### src/rtl/rc4_pkg.sv
// rc4_pkg -- shared definitions for the RC4 keystream decryptor.
//   dec_state_t        : FSM state encoding used by ram_decryptor
//   DEFAULT_RAM_WIDTH  : default S-box data/address width
//   DEFAULT_MSG_LENGTH : default number of message bytes per run
//   idx_width()        : width of a message-byte index (at least 1 bit)
`timescale 1ns/1ps
package rc4_pkg;

  localparam int DEFAULT_RAM_WIDTH  = 8;
  localparam int DEFAULT_MSG_LENGTH = 32;

  typedef enum logic [3:0] {
    IDLE,
    SET_I,
    WAIT_SI,
    READ_SI,
    WAIT_SJ,
    READ_SJ,
    WRITE_SI,
    WRITE_SJ,
    SET_F,
    WAIT_F,
    READ_F,
    WRITE_DEC,
    DONE
  } dec_state_t;

  // A one-byte message still needs a one-bit index.
  function automatic int idx_width(input int n);
    return (n > 1) ? $clog2(n) : 1;
  endfunction

endpackage

### src/rtl/ram_decryptor_if.sv
// ram_decryptor_if -- controller/memory-side bundle of the RC4 decryptor.
//   start/finished                  : run handshake with the controller
//   ram_out/ram_in/address/
//   write_enable                    : S-box RAM port
//   rom_address/rom_data            : ciphertext ROM port
//   dec_address/dec_data/
//   dec_write_enable                : plaintext RAM write port
// Modports: master (controller + memories), slave (decryptor).
`timescale 1ns/1ps
interface ram_decryptor_if
  import rc4_pkg::*;
#(
  parameter int RAM_WIDTH  = DEFAULT_RAM_WIDTH,
  parameter int MSG_LENGTH = DEFAULT_MSG_LENGTH
) ();

  localparam int AW = idx_width(MSG_LENGTH);

  logic                 start;
  logic                 finished;
  logic [RAM_WIDTH-1:0] ram_out;
  logic                 write_enable;
  logic [RAM_WIDTH-1:0] ram_in;
  logic [RAM_WIDTH-1:0] address;
  logic [AW-1:0]        rom_address;
  logic [7:0]           rom_data;
  logic [AW-1:0]        dec_address;
  logic [7:0]           dec_data;
  logic                 dec_write_enable;

  modport master (
    output start, ram_out, rom_data,
    input  finished, write_enable, ram_in, address,
           rom_address, dec_address, dec_data, dec_write_enable
  );

  modport slave (
    input  start, ram_out, rom_data,
    output finished, write_enable, ram_in, address,
           rom_address, dec_address, dec_data, dec_write_enable
  );

endinterface

### src/rtl/ram_decryptor.sv
// ram_decryptor -- RC4 keystream generator / XOR decryptor over an S-box RAM
// that has already been initialised and shuffled with the key.
// For each message byte k: i=i+1, j=j+S[i], swap S[i]/S[j],
// f=S[S[i]+S[j]], dec[k]=rom[k]^f. Every byte takes 11 cycles.
// Ports:
//   clk   : system clock, rising edge
//   reset : synchronous, active-high; forces IDLE and clears all state
//   bus   : ram_decryptor_if.slave (start/finished, S-box RAM,
//           ciphertext ROM, plaintext RAM)
`timescale 1ns/1ps
module ram_decryptor
  import rc4_pkg::*;
#(
  parameter int RAM_WIDTH  = DEFAULT_RAM_WIDTH,
  parameter int MSG_LENGTH = DEFAULT_MSG_LENGTH
) (
  input  logic           clk,
  input  logic           reset,
  ram_decryptor_if.slave bus
);

  localparam int                   AW     = idx_width(MSG_LENGTH);
  localparam logic [AW-1:0]        K_LAST = AW'(MSG_LENGTH - 1);
  localparam logic [AW-1:0]        K_ONE  = AW'(1);
  localparam logic [RAM_WIDTH-1:0] W_ONE  = RAM_WIDTH'(1);

  dec_state_t           state_q, state_d;
  logic [RAM_WIDTH-1:0] i_q, i_d;
  logic [RAM_WIDTH-1:0] j_q, j_d;
  logic [AW-1:0]        k_q, k_d;
  logic [RAM_WIDTH-1:0] si_q, si_d;
  logic [RAM_WIDTH-1:0] sj_q, sj_d;
  logic [RAM_WIDTH-1:0] f_q, f_d;
  logic [7:0]           rom_byte_q, rom_byte_d;

  // k is constant for the whole byte, so both memory indices simply follow it;
  // this also keeps the ROM read stable through READ_F.
  assign bus.rom_address = k_q;
  assign bus.dec_address = k_q;

  always_comb begin
    state_d    = state_q;
    i_d        = i_q;
    j_d        = j_q;
    k_d        = k_q;
    si_d       = si_q;
    sj_d       = sj_q;
    f_d        = f_q;
    rom_byte_d = rom_byte_q;

    bus.finished         = 1'b0;
    bus.write_enable     = 1'b0;
    bus.ram_in           = '0;
    bus.address          = '0;
    bus.dec_data         = '0;
    bus.dec_write_enable = 1'b0;

    unique case (state_q)
      IDLE: begin
        i_d = '0;
        j_d = '0;
        k_d = '0;
        if (bus.start) begin
          // i is advanced on the way into SET_I so the new i is already
          // on the address bus during SET_I.
          i_d     = W_ONE;
          state_d = SET_I;
        end
      end

      SET_I: begin
        bus.address = i_q;
        state_d     = WAIT_SI;
      end

      WAIT_SI: begin
        bus.address = i_q;
        state_d     = READ_SI;
      end

      READ_SI: begin
        bus.address = i_q;
        si_d        = bus.ram_out;
        j_d         = j_q + bus.ram_out;
        state_d     = WAIT_SJ;
      end

      WAIT_SJ: begin
        bus.address = j_q;
        state_d     = READ_SJ;
      end

      READ_SJ: begin
        bus.address = j_q;
        sj_d        = bus.ram_out;
        state_d     = WRITE_SI;
      end

      // When i==j both writes hit the same address with the same value,
      // so no special case is needed.
      WRITE_SI: begin
        bus.address      = i_q;
        bus.ram_in       = sj_q;
        bus.write_enable = 1'b1;
        state_d          = WRITE_SJ;
      end

      WRITE_SJ: begin
        bus.address      = j_q;
        bus.ram_in       = si_q;
        bus.write_enable = 1'b1;
        state_d          = SET_F;
      end

      SET_F: begin
        bus.address = si_q + sj_q;
        state_d     = WAIT_F;
      end

      WAIT_F: begin
        bus.address = si_q + sj_q;
        state_d     = READ_F;
      end

      READ_F: begin
        bus.address = si_q + sj_q;
        f_d         = bus.ram_out;
        rom_byte_d  = bus.rom_data;
        state_d     = WRITE_DEC;
      end

      WRITE_DEC: begin
        bus.dec_data         = rom_byte_q ^ 8'(f_q);
        bus.dec_write_enable = 1'b1;
        if (k_q == K_LAST) begin
          state_d = DONE;
        end else begin
          k_d     = k_q + K_ONE;
          i_d     = i_q + W_ONE;
          state_d = SET_I;
        end
      end

      DONE: begin
        bus.finished = 1'b1;
        if (!bus.start) begin
          i_d     = '0;
          j_d     = '0;
          k_d     = '0;
          state_d = IDLE;
        end
      end

      default: state_d = IDLE;
    endcase
  end

  always_ff @(posedge clk) begin
    if (reset) begin
      state_q    <= IDLE;
      i_q        <= '0;
      j_q        <= '0;
      k_q        <= '0;
      si_q       <= '0;
      sj_q       <= '0;
      f_q        <= '0;
      rom_byte_q <= '0;
    end else begin
      state_q    <= state_d;
      i_q        <= i_d;
      j_q        <= j_d;
      k_q        <= k_d;
      si_q       <= si_d;
      sj_q       <= sj_d;
      f_q        <= f_d;
      rom_byte_q <= rom_byte_d;
    end
  end

endmodule

### src/flat_wrapper.sv
// flat-port wrapper written by rule: the top's interface ports become plain ports
module ram_decryptor_flat import rc4_pkg::*;
#(
  parameter int RAM_WIDTH  = DEFAULT_RAM_WIDTH,
  parameter int MSG_LENGTH = DEFAULT_MSG_LENGTH
)
  (clk, reset, bus_start, bus_ram_out, bus_rom_data, bus_finished, bus_write_enable, bus_ram_in, bus_address, bus_rom_address, bus_dec_address, bus_dec_data, bus_dec_write_enable);
  ram_decryptor_if #(.RAM_WIDTH(RAM_WIDTH), .MSG_LENGTH(MSG_LENGTH)) bus_i ();
  input  logic clk;
  input  logic reset;
  input wire logic [$bits(bus_i.start)-1:0] bus_start;
  input wire logic [$bits(bus_i.ram_out)-1:0] bus_ram_out;
  input wire logic [$bits(bus_i.rom_data)-1:0] bus_rom_data;
  output wire logic [$bits(bus_i.finished)-1:0] bus_finished;
  output wire logic [$bits(bus_i.write_enable)-1:0] bus_write_enable;
  output wire logic [$bits(bus_i.ram_in)-1:0] bus_ram_in;
  output wire logic [$bits(bus_i.address)-1:0] bus_address;
  output wire logic [$bits(bus_i.rom_address)-1:0] bus_rom_address;
  output wire logic [$bits(bus_i.dec_address)-1:0] bus_dec_address;
  output wire logic [$bits(bus_i.dec_data)-1:0] bus_dec_data;
  output wire logic [$bits(bus_i.dec_write_enable)-1:0] bus_dec_write_enable;
  assign bus_i.start = bus_start;
  assign bus_i.ram_out = bus_ram_out;
  assign bus_i.rom_data = bus_rom_data;
  assign bus_finished = bus_i.finished;
  assign bus_write_enable = bus_i.write_enable;
  assign bus_ram_in = bus_i.ram_in;
  assign bus_address = bus_i.address;
  assign bus_rom_address = bus_i.rom_address;
  assign bus_dec_address = bus_i.dec_address;
  assign bus_dec_data = bus_i.dec_data;
  assign bus_dec_write_enable = bus_i.dec_write_enable;
  ram_decryptor #(.RAM_WIDTH(RAM_WIDTH), .MSG_LENGTH(MSG_LENGTH)) u_core (.clk(clk), .reset(reset), .bus(bus_i));
endmodule
### config.mk
export PLATFORM = sky130hd
export DESIGN_NAME = ram_decryptor_flat
export DESIGN_NICKNAME = d
export VERILOG_FILES = /design/src/rtl/rc4_pkg.sv /design/src/rtl/ram_decryptor_if.sv /design/src/rtl/ram_decryptor.sv /design/src/flat_wrapper.sv
export SDC_FILE = /design/constraint.sdc
export NUM_CORES = 1
export LEC_CHECK = 0
export BUFFER_PORTS_ARGS = -buffer_cell sky130_fd_sc_hd__clkbuf_2
export CAP_MARGIN = 10
export CORE_MARGIN = 10
export CORE_UTILIZATION = 45
export DETAILED_ROUTE_END_ITERATION = 7
export GPL_ROUTABILITY_DRIVEN = 1
export GPL_TIMING_DRIVEN = 0
export HOLD_SLACK_MARGIN = 0.08
export PLACE_DENSITY = 0.66
export SYNTH_ARGS = -nofsm -noshare
export SYNTH_HDL_FRONTEND = slang
export SYNTH_SLANG_ARGS = --single-unit
### constraint.sdc
create_clock -name clk -period 2.7 [get_ports clk]
set_input_delay 0.54 -clock clk [delete_from_list [all_inputs] [get_ports clk]]
set_output_delay 0.54 -clock clk [all_outputs]
set_load 0.02 [all_outputs]
Word-level counts from Yosys, hierarchy flattened
Cells that the tools add are included.
{ "word_totals": {"regBits": 57, "input_bits": 19, "word_cells": 57} }
{ "op_classes": {"bitwise_logic": 1, "n_eq_ne": 16, "muxes": 18, "n_addsub": 4, "n_reduce_logical": 10} }
{ "op_table": {"columns": ["operator", "n"], "rows": [
  ["$pmux W8 S3", 3],
  ["$pmux W4 S13", 1],
  ["$mux W8", 3],
  ["$eq A4 B4 Y1 const B", 5],
  ["$add A8 B8 Y8", 2],
  ["$eq A4 B3 Y1 const B", 4],
  ["$pmux W8 S2", 1],
  ["$pmux W5 S3", 1],
  ["$mux W4", 3],
  ["$mux W5", 2],
  ["$add A8 B1 Y8 const B", 1],
  ["$eq A4 B2 Y1 const B", 2],
  ["$xor A8 B8 Y8", 1],
  ["$ne A2 B2 Y1 const B", 3],
  ["$reduce_bool A3 Y1", 2],
  ["$reduce_or A3 Y1", 2],
  ["$add A5 B1 Y5 const B", 1],
  ["$eq A5 B5 Y1 const B", 1],
  ["$eq A4 B1 Y1 const B", 1],
  ["$logic_not A4 Y1", 1],
  ["$mux W1", 4],
  ["$reduce_and A2 Y1", 2],
  ["$reduce_or A4 Y1", 1],
  ["$reduce_and A3 Y1", 1],
  ["$reduce_or A2 Y1", 1]
]} }

Longest topological paths before layout
Gate-level depths: netlist (run 1).
{ "logic_depth": {"depth_word": 3, "mapped_depth": 8, "ltp_nobuf": 8} }

Worst setup path before layout (run 1)
No wires, ideal clock.
{ "synth_path": {"path_type": "register to output", "from": "register u_core.sj_q[0]", "to": "output bus_address[6]", "arrival_ps": 2078, "slack_ps": 82, "path_stages_with_launch": 9, "path_cell_list": "dfxtp_1 -> ha_1 -> fa_1 -> a21o_1 -> a21oi_1 -> o21bai_1 -> a21oi_1 -> xor2_1 -> o21ai_0"} }
{ "synth_via": {"elab_chain_cells": 2} }
{ "synth_lines": {"columns": ["item", "line", "source"], "rows": [
  ["start: declaration", "ram_decryptor.sv:32", "logic [RAM_WIDTH-1:0] sj_q, sj_d;"],
  ["start signal: assignment", "ram_decryptor.sv:174", "sj_q <= sj_d;"],
  ["$add A8 B8 Y8", "ram_decryptor.sv:116, ram_decryptor.sv:121, ram_decryptor.sv:126", null],
  ["$pmux W8 S3", "ram_decryptor.sv:58", "unique case (state_q)"],
  ["end: declaration", "flat_wrapper.sv:17", "output wire logic [$bits(bus_i.address)-1:0] bus_address;"]
]} }
No other way between the ends.

Worst setup path in the final report (run 1)
Same ends and word-level chain as after synthesis.

==> results of run 1 <==
==> timing repair <==
item	4_1_cts	5_1_grt
hold endpoints to repair	0	0
resized for setup	13	16
hold buffers	0	0
buffers inserted	4	1
setup endpoints to repair	5	8
pin swaps	5	3
==> state kept, by name, indices dropped and copies added, names as in the netlist <==
register                cells
u_core.bus.dec_address      5
u_core.f_q                  8
u_core.i_q                  8
u_core.j_q                  8
u_core.rom_byte_q           8
u_core.si_q                 8
u_core.sj_q                 8
u_core.state_q              4
==> through the flow <==
stage | hold slack, ns | cells
floorplan | 0.449 | 395
global placement | 0.456 | 545
detailed placement | 0.462 | 545
CTS | 0.408 | 564
global route | 0.428 | 565
finish | 0.417 | 565
==> placed cells by master, fill, tap and decap left out, drive strengths merged, types with 4 or more instances in the layout <==
| cell type | synthesis | routed |
|---|---|---|
| or2 | 5 | 5 |
| nand2 | 63 | 63 |
| xnor2 | 16 | 16 |
| xor2 | 9 | 9 |
| dfxtp | 57 | 57 |
| clkbuf | 15 | 78 |
| a22oi | 15 | 15 |
| mux2i | 17 | 17 |
| o21ai | 14 | 14 |
| nor2 | 54 | 54 |
| a21oi | 47 | 47 |
| buf | 7 | 15 |
| ha | 17 | 17 |
| a21o | 4 | 4 |
| nor2b | 4 | 4 |
| inv | 9 | 9 |
| nand2b | 5 | 5 |
==> per-layer routing <==
| layer | vias up | wire length [µm] |
|---|---|---|
| met5 | - | 0 |
| li1 | 1500 | - |
| met4 | 0 | 138 |
| met1 | 1390 | 4160 |
| met3 | 13 | 500 |
| met2 | 65 | 3730 |
==> critical path: cells and delay by family, from the launching register on <==
kind,cells,cell delay (ns)
AOI/OAI and AO/OA,5,0.63
adders and majority gates,2,0.52
DFF,1,0.34
xor gates and xnor gates,1,0.17
buffers and inverters,1,0.17
==> worst max path at each step <==
stage / start / slack (ns) / end / cells after the start
2_1_floorplan: u_core.sj_q[0] / 0.08 / bus_address[6] / 8
3_3_place_gp: u_core.sj_q[0] / 0.06 / bus_address[6] / 9
3_5_place_dp: u_core.sj_q[0] / 0.08 / bus_address[6] / 9
4_1_cts: u_core.si_q[0] / -0.02 / bus_address[6] / 9
5_1_grt: u_core.sj_q[0] / -0.10 / bus_address[6] / 9
6_report: u_core.sj_q[0] / -0.02 / bus_address[6] / 9
==> cells in the mapped netlist, types with 4 or more instances <==
master	number	area share, %
o21ai_0	14	2.2
a21o_1	4	0.94
nor2b_1	4	0.78
inv_1	9	1.1
nand2_1	63	7.4
dfxtp_1	57	36
nor2_1	52	6.1
nand2b_1	5	0.98
mux2i_1	17	5.3
a22oi_1	15	3.5
xor2_1	9	2.5
ha_1	17	6.7
xnor2_1	16	4.4
clkbuf_1	15	1.8
a21oi_1	46	7.2
buf_4	5	1.2
==> where the power goes <==
group / switching, W / internal [W]
sequential: 0.00000967 / 0.000851
clock: 0.000340 / 0.000469
combinational: 0.000125 / 0.0000690
total: 0.000475 / 0.00139
==> cell families (layout without fill, tap and decap cells) <==
logic type / count (synthesis) / in the layout / synth area share (%)
flops: 57 / 57 / 35.7
buf+inv: 31 / 105 / 4.50
mux: 17 / 17 / 5.33
fa+ha+maj: 19 / 19 / 7.91
xor+xnor: 25 / 25 / 6.85
compound gates: 95 / 95 / 18.3
simple gates: 151 / 151 / 21.4
==> cell type report <==
| type | count | area [µm²] | area share (%) |
|---|---|---|---|
| repair buffers | 59 | 315 | 8.14 |
| clock buffers | 12 | 155 | 4.01 |
| clock inverters | 3 | 40.0 | 1.03 |
| flip-flops and latches | 57 | 1150 | 29.6 |
| plain buffers | 22 | 113 | 2.91 |
| multi-input cells | 307 | 1950 | 50.3 |
| well taps | 96 | 120 | 3.10 |
| inverters | 9 | 33.8 | 0.872 |
==> impl_metrics.ini, run 1 <==
[clock_network]
cts_tree = yes
cts_max_path_buffers = 2
cts_sinks = 57
cts_buffers = 9
cts-root-buf = clkbuf_8
clk_pin_slew_worst_paths_ns = 0.07
h-tree-depth = 3
clock_latency_ns = 0.34

[synth]
synth.cell_area_um2 = 3190
ys_ff_latch = 57
synth_edf_count = 0
synth_top_flop_cell = dfxtp_1
seq_area_frac_synth_pct = 35.7
ys_warn_count = 0
synthesis.instances = 395
synthArstFlopShare_pct = 0
synthDistinctLibCells = 41
syn-num-nets = 433
synth.avg_cell_area_um2 = 8.09

[min_path]
hold_end = u_core.rom_byte_q[4]
worstHoldPathCells = 3
hold_path_class = in2reg
worstHoldStart = bus_rom_data[4]

[sta]
rsz0062_at_grt = true
max_slew.worst_pin.slew_ns = 0.720
setup_viol = 1
period_needed_ns = 2.72
slew_viol_final = 0
hold_viol = 0
fin_crit_sh_pct = 101
setup_tns_ns = -0.0152
fmax_mhz = 368
finClkSkew_ns = 0.0116
setup_ws_ns = -0.0152
slew_headroom_pct = 52.0

[routing]
drc = 0
detail-route-antenna-nets = 0
dr.pass1.iters = 4
via_count = 2968
post_drt_via_cell_ratio = 5.25
wirelength_um = 8530
routedWlPerCell_um = 15.1
drt_iter0_drc = 139

[setup_path]
ff2ff_path_depth = 8
cp-end-kind = output pin
required_ns = 2.16
critPathMaxStageDelay_ns = 0.36
worst-r2r-setup-slack_ns = 0.48
worstReg2RegStart = u_core.bus.dec_address[0]
start_kind = flip-flop
r2r-end = u_core.i_q[7]
worstPathArrival_ns = 2.18
worstPathCellList = ha_4 > fa_2 > a21o_1 > a21oi_2 > o21bai_1 > a21oi_1 > xor2_1 > o21ai_1 > buf_4
critical_path_class = reg2out
cpMaxStageDelayCell = fa_2
crit_fanout = 2

[place]
place_ws_ns = 0.0831
place_hpwl_um = 6470
numPortBuffers = 54
gp_congestion = 0.897
place_area_um2 = 3580

[global_route]
grt_pass1_wl_um = 13900
grt_pass1_vias = 2784
grt_overflow = 0
grt_max_degree = 11
track_usage_pct = 15.5
use_met3_pct = 5.27
globalRouteMet2Util_pct = 23.2
busiest_layer = met2
grt_util_met1_pct = 20.2
antenna_found_initial = 0

[pwr]
p_leak_nw = 1.56
max-vdd-ir-drop_uv = 286
power_density_nw_per_um2 = 481
p_total_w = 0.00186

[die]
die_h_um = 104
die-width_um = 104
core-area_um2 = 6830
ioPinCount = 56
initial_core_util_pct = 46.8
die_area_um2 = 10900
row_count = 30

[run_status]
outcome = finished with violations
violations = negative setup slack

[cells_and_area]
drive_above_1_share_pct = 22.2
area_growth_pct = 21.2
fin_nets = 503
fin_util_pct = 56.7
diodes = 0
final_cell_area_um2 = 3870
fillers = 663

[flow_run]
maxCapViolCount = 0
Note: power is estimated with default switching activity, not from simulation.
==> inputs of run 2 (changes only) <==
--- a/config.mk
+++ b/config.mk
@@ -11,7 +11,6 @@
 export CORE_UTILIZATION = 45
 export DETAILED_ROUTE_END_ITERATION = 7
 export GPL_ROUTABILITY_DRIVEN = 1
-export GPL_TIMING_DRIVEN = 0
 export HOLD_SLACK_MARGIN = 0.08
 export PLACE_DENSITY = 0.66
 export SYNTH_ARGS = -nofsm -noshare
==> constraint.sdc (replaced) <==
create_clock -name clk -period 2.7 [get_ports clk]
set_input_delay 0.54 -clock clk [delete_from_list [all_inputs] [get_ports clk]]
set_output_delay 0.54 -clock clk [all_outputs]
set_load 0.005 [all_outputs]
==> impl_metrics.ini, run 2 (synthesis results as in run 1) <==
[place]
place_area_um2 = 3520
numPortBuffers = 55
place_hpwl_um = 6150
place_ws_ns = 0.138
gp_congestion = 0.857

[setup_path]
cp.buffers_inverters = 1
worstPathArrival_ns = 2.16
critPathMaxStageDelay_ns = 0.37
critical_path_class = reg2out
cpLargestDelayFamily = compound AO/OA/AOI/OAI gates
cp-end-kind = output pin
start_kind = flip-flop
crit_fanout = 3
required_ns = 2.16
cpMaxStageDelayCell = fa_2
worstPathCellList = ha_4 > fa_2 > a21o_1 > a21oi_2 > o21bai_1 > a21oi_1 > xor2_1 > o21ai_1 > buf_2

[die]
ioPinCount = 56
die_h_um = 104
row_count = 30
die-width_um = 104
core-area_um2 = 6830
die_area_um2 = 10900
initial_core_util_pct = 46.8

[cells_and_area]
fin_nets = 486
layout_commonest_cell = nand2_1
area_growth_pct = 17.5
drive_above_1_share_pct = 21.4
fillers = 682
diodes = 0
final_cell_area_um2 = 3750
layout_common_cells = 63 x nand2_1, 54 x clkbuf_2, 53 x dfxtp_1

[clock_network]
cts-root-buf = clkbuf_8
cts_max_path_buffers = 2
cts_sinks = 57
cts_tree = yes
h-tree-depth = 3
clk_pin_slew_worst_paths_ns = 0.07
clock_latency_ns = 0.34
cts_buffers = 9

[routing]
drc = 0
drt_iter0_drc = 142
dr.pass1.iters = 5
wirelength_um = 8270
via_count = 2922
post_drt_via_cell_ratio = 5.32
detail-route-antenna-nets = 0
routedWlPerCell_um = 15.1

[sta]
fin_crit_sh_pct = 100
max_slew.worst_pin.slew_ns = 1.02
rsz0062_at_grt = true
hold_viol = 0
setup_viol = 1
finClkSkew_ns = 0.00926
fin_hold_ws_ns = 0.419
fmax_mhz = 370
slew_viol_final = 0
period_needed_ns = 2.70
setup_ws_ns = -0.00135
slew_headroom_pct = 31.7

[global_route]
use_met3_pct = 4.89
busiest_layer = met2
track_usage_pct = 15.2
grt_overflow = 0
grt_max_degree = 32
antenna_found_initial = 0
globalRouteMet2Util_pct = 24.3
grt_pass1_vias = 2865
grt_pass1_wl_um = 14000
grt_util_met1_pct = 19.2

[min_path]
hold_path_class = in2reg

[pwr]
power_density_nw_per_um2 = 470
p_seq_share_pct = 49.3
p_comb_share_pct = 10.2
max-vdd-ir-drop_uv = 249
internal_power_w = 0.00130
p_clk_share_pct = 40.5
p_sw_w = 0.000465
swShare_pct = 26.4
p_leak_nw = 1.52

[run_status]
outcome = finished with violations
violations = negative setup slack

[flow_run]
maxCapViolCount = 0
-- run 2: cell types whose count changed in the layout (fill, tap and decap cells not counted), moves of 2 or more --
cell,change
clkbuf_1,-12
buf_4,-4
o21ai_0,+3
o21ai_1,-3
a2111oi_2,-2
-- run 2: what timing repair did --
item,CTS,global route
pin swaps,5,0
buffers inserted,3,0
endpoints found under the setup margin,2,6
hold buffers,0,0
resized for setup,6,7
-- run 2: power groups by stage --
stage | registers [W] | clock network [W] | logic, W
floorplan | 0.000877 | 0 | 0.000129
global placement | 0.000887 | 0 | 0.000174
detailed placement | 0.000887 | 0 | 0.000176
CTS | 0.000869 | 0.000731 | 0.000178
global route | 0.000871 | 0.000762 | 0.000199
finish | 0.000869 | 0.000714 | 0.000179
-- run 2: stage by stage --
| step | total power [W] | setup TNS (ns) | utilization [%] | cells |
|---|---|---|---|---|
| 2_1_floorplan | 0.00101 | 0 | - | 395 |
| 3_3_place_gp | 0.00106 | 0 | 51.6 | 530 |
| 4_1_cts | 0.00178 | 0 | 54.7 | 549 |
| 5_1_grt | 0.00183 | -0.228 | 54.9 | 549 |
| 6_report | 0.00176 | -0.00135 | 54.9 | 549 |
| 3_5_place_dp | 0.00106 | 0 | 51.6 | 530 |
-- run 2: final cells by class --
| cell class | instances | area [µm²] | share of cell area, % |
|---|---|---|---|
| clock buffer | 13 | 159 | 4.23 |
| tap | 96 | 120 | 3.20 |
| inverter | 9 | 33.8 | 0.900 |
| clock inverter | 3 | 15.0 | 0.400 |
| timing repair buffer | 64 | 343 | 9.14 |
| multi-input combinational | 307 | 1940 | 51.6 |
| sequential | 57 | 1150 | 30.5 |
-- run 2: per-layer routing --
metal | share of wire, % | up-vias
met5 | 0 | -
met4 | 0.92 | 0
met3 | 6.9 | 8
met2 | 46 | 88
met1 | 46 | 1355
li1 | - | 1471
-- run 2: path summary, 6_finish.rpt --
| path | start | to | slack (ns) | cells past startpoint |
|---|---|---|---|---|
| hold / removal | bus_rom_data[1] | u_core.rom_byte_q[1] | 0.42 | 3 |
| setup / recovery | u_core.sj_q[0] | bus_address[6] | -0.001 | 9 |
| setup reg to reg | u_core.j_q[1] | u_core.j_q[7] | 0.52 | 7 |
| hold reg to reg | u_core.rom_byte_q[2] | u_core.rom_byte_q[2] | 0.47 | 2 |
-- run 2: worst reg2reg max path, delay by kind of cell (launching register included) --
| family | cells | cell delay (ns) |
|---|---|---|
| flops | 1 | 0.41 |
| simple gates | 2 | 0.27 |
| fa+ha+maj | 1 | 0.27 |
| mux | 1 | 0.14 |
| compound gates | 3 | 1.03 |
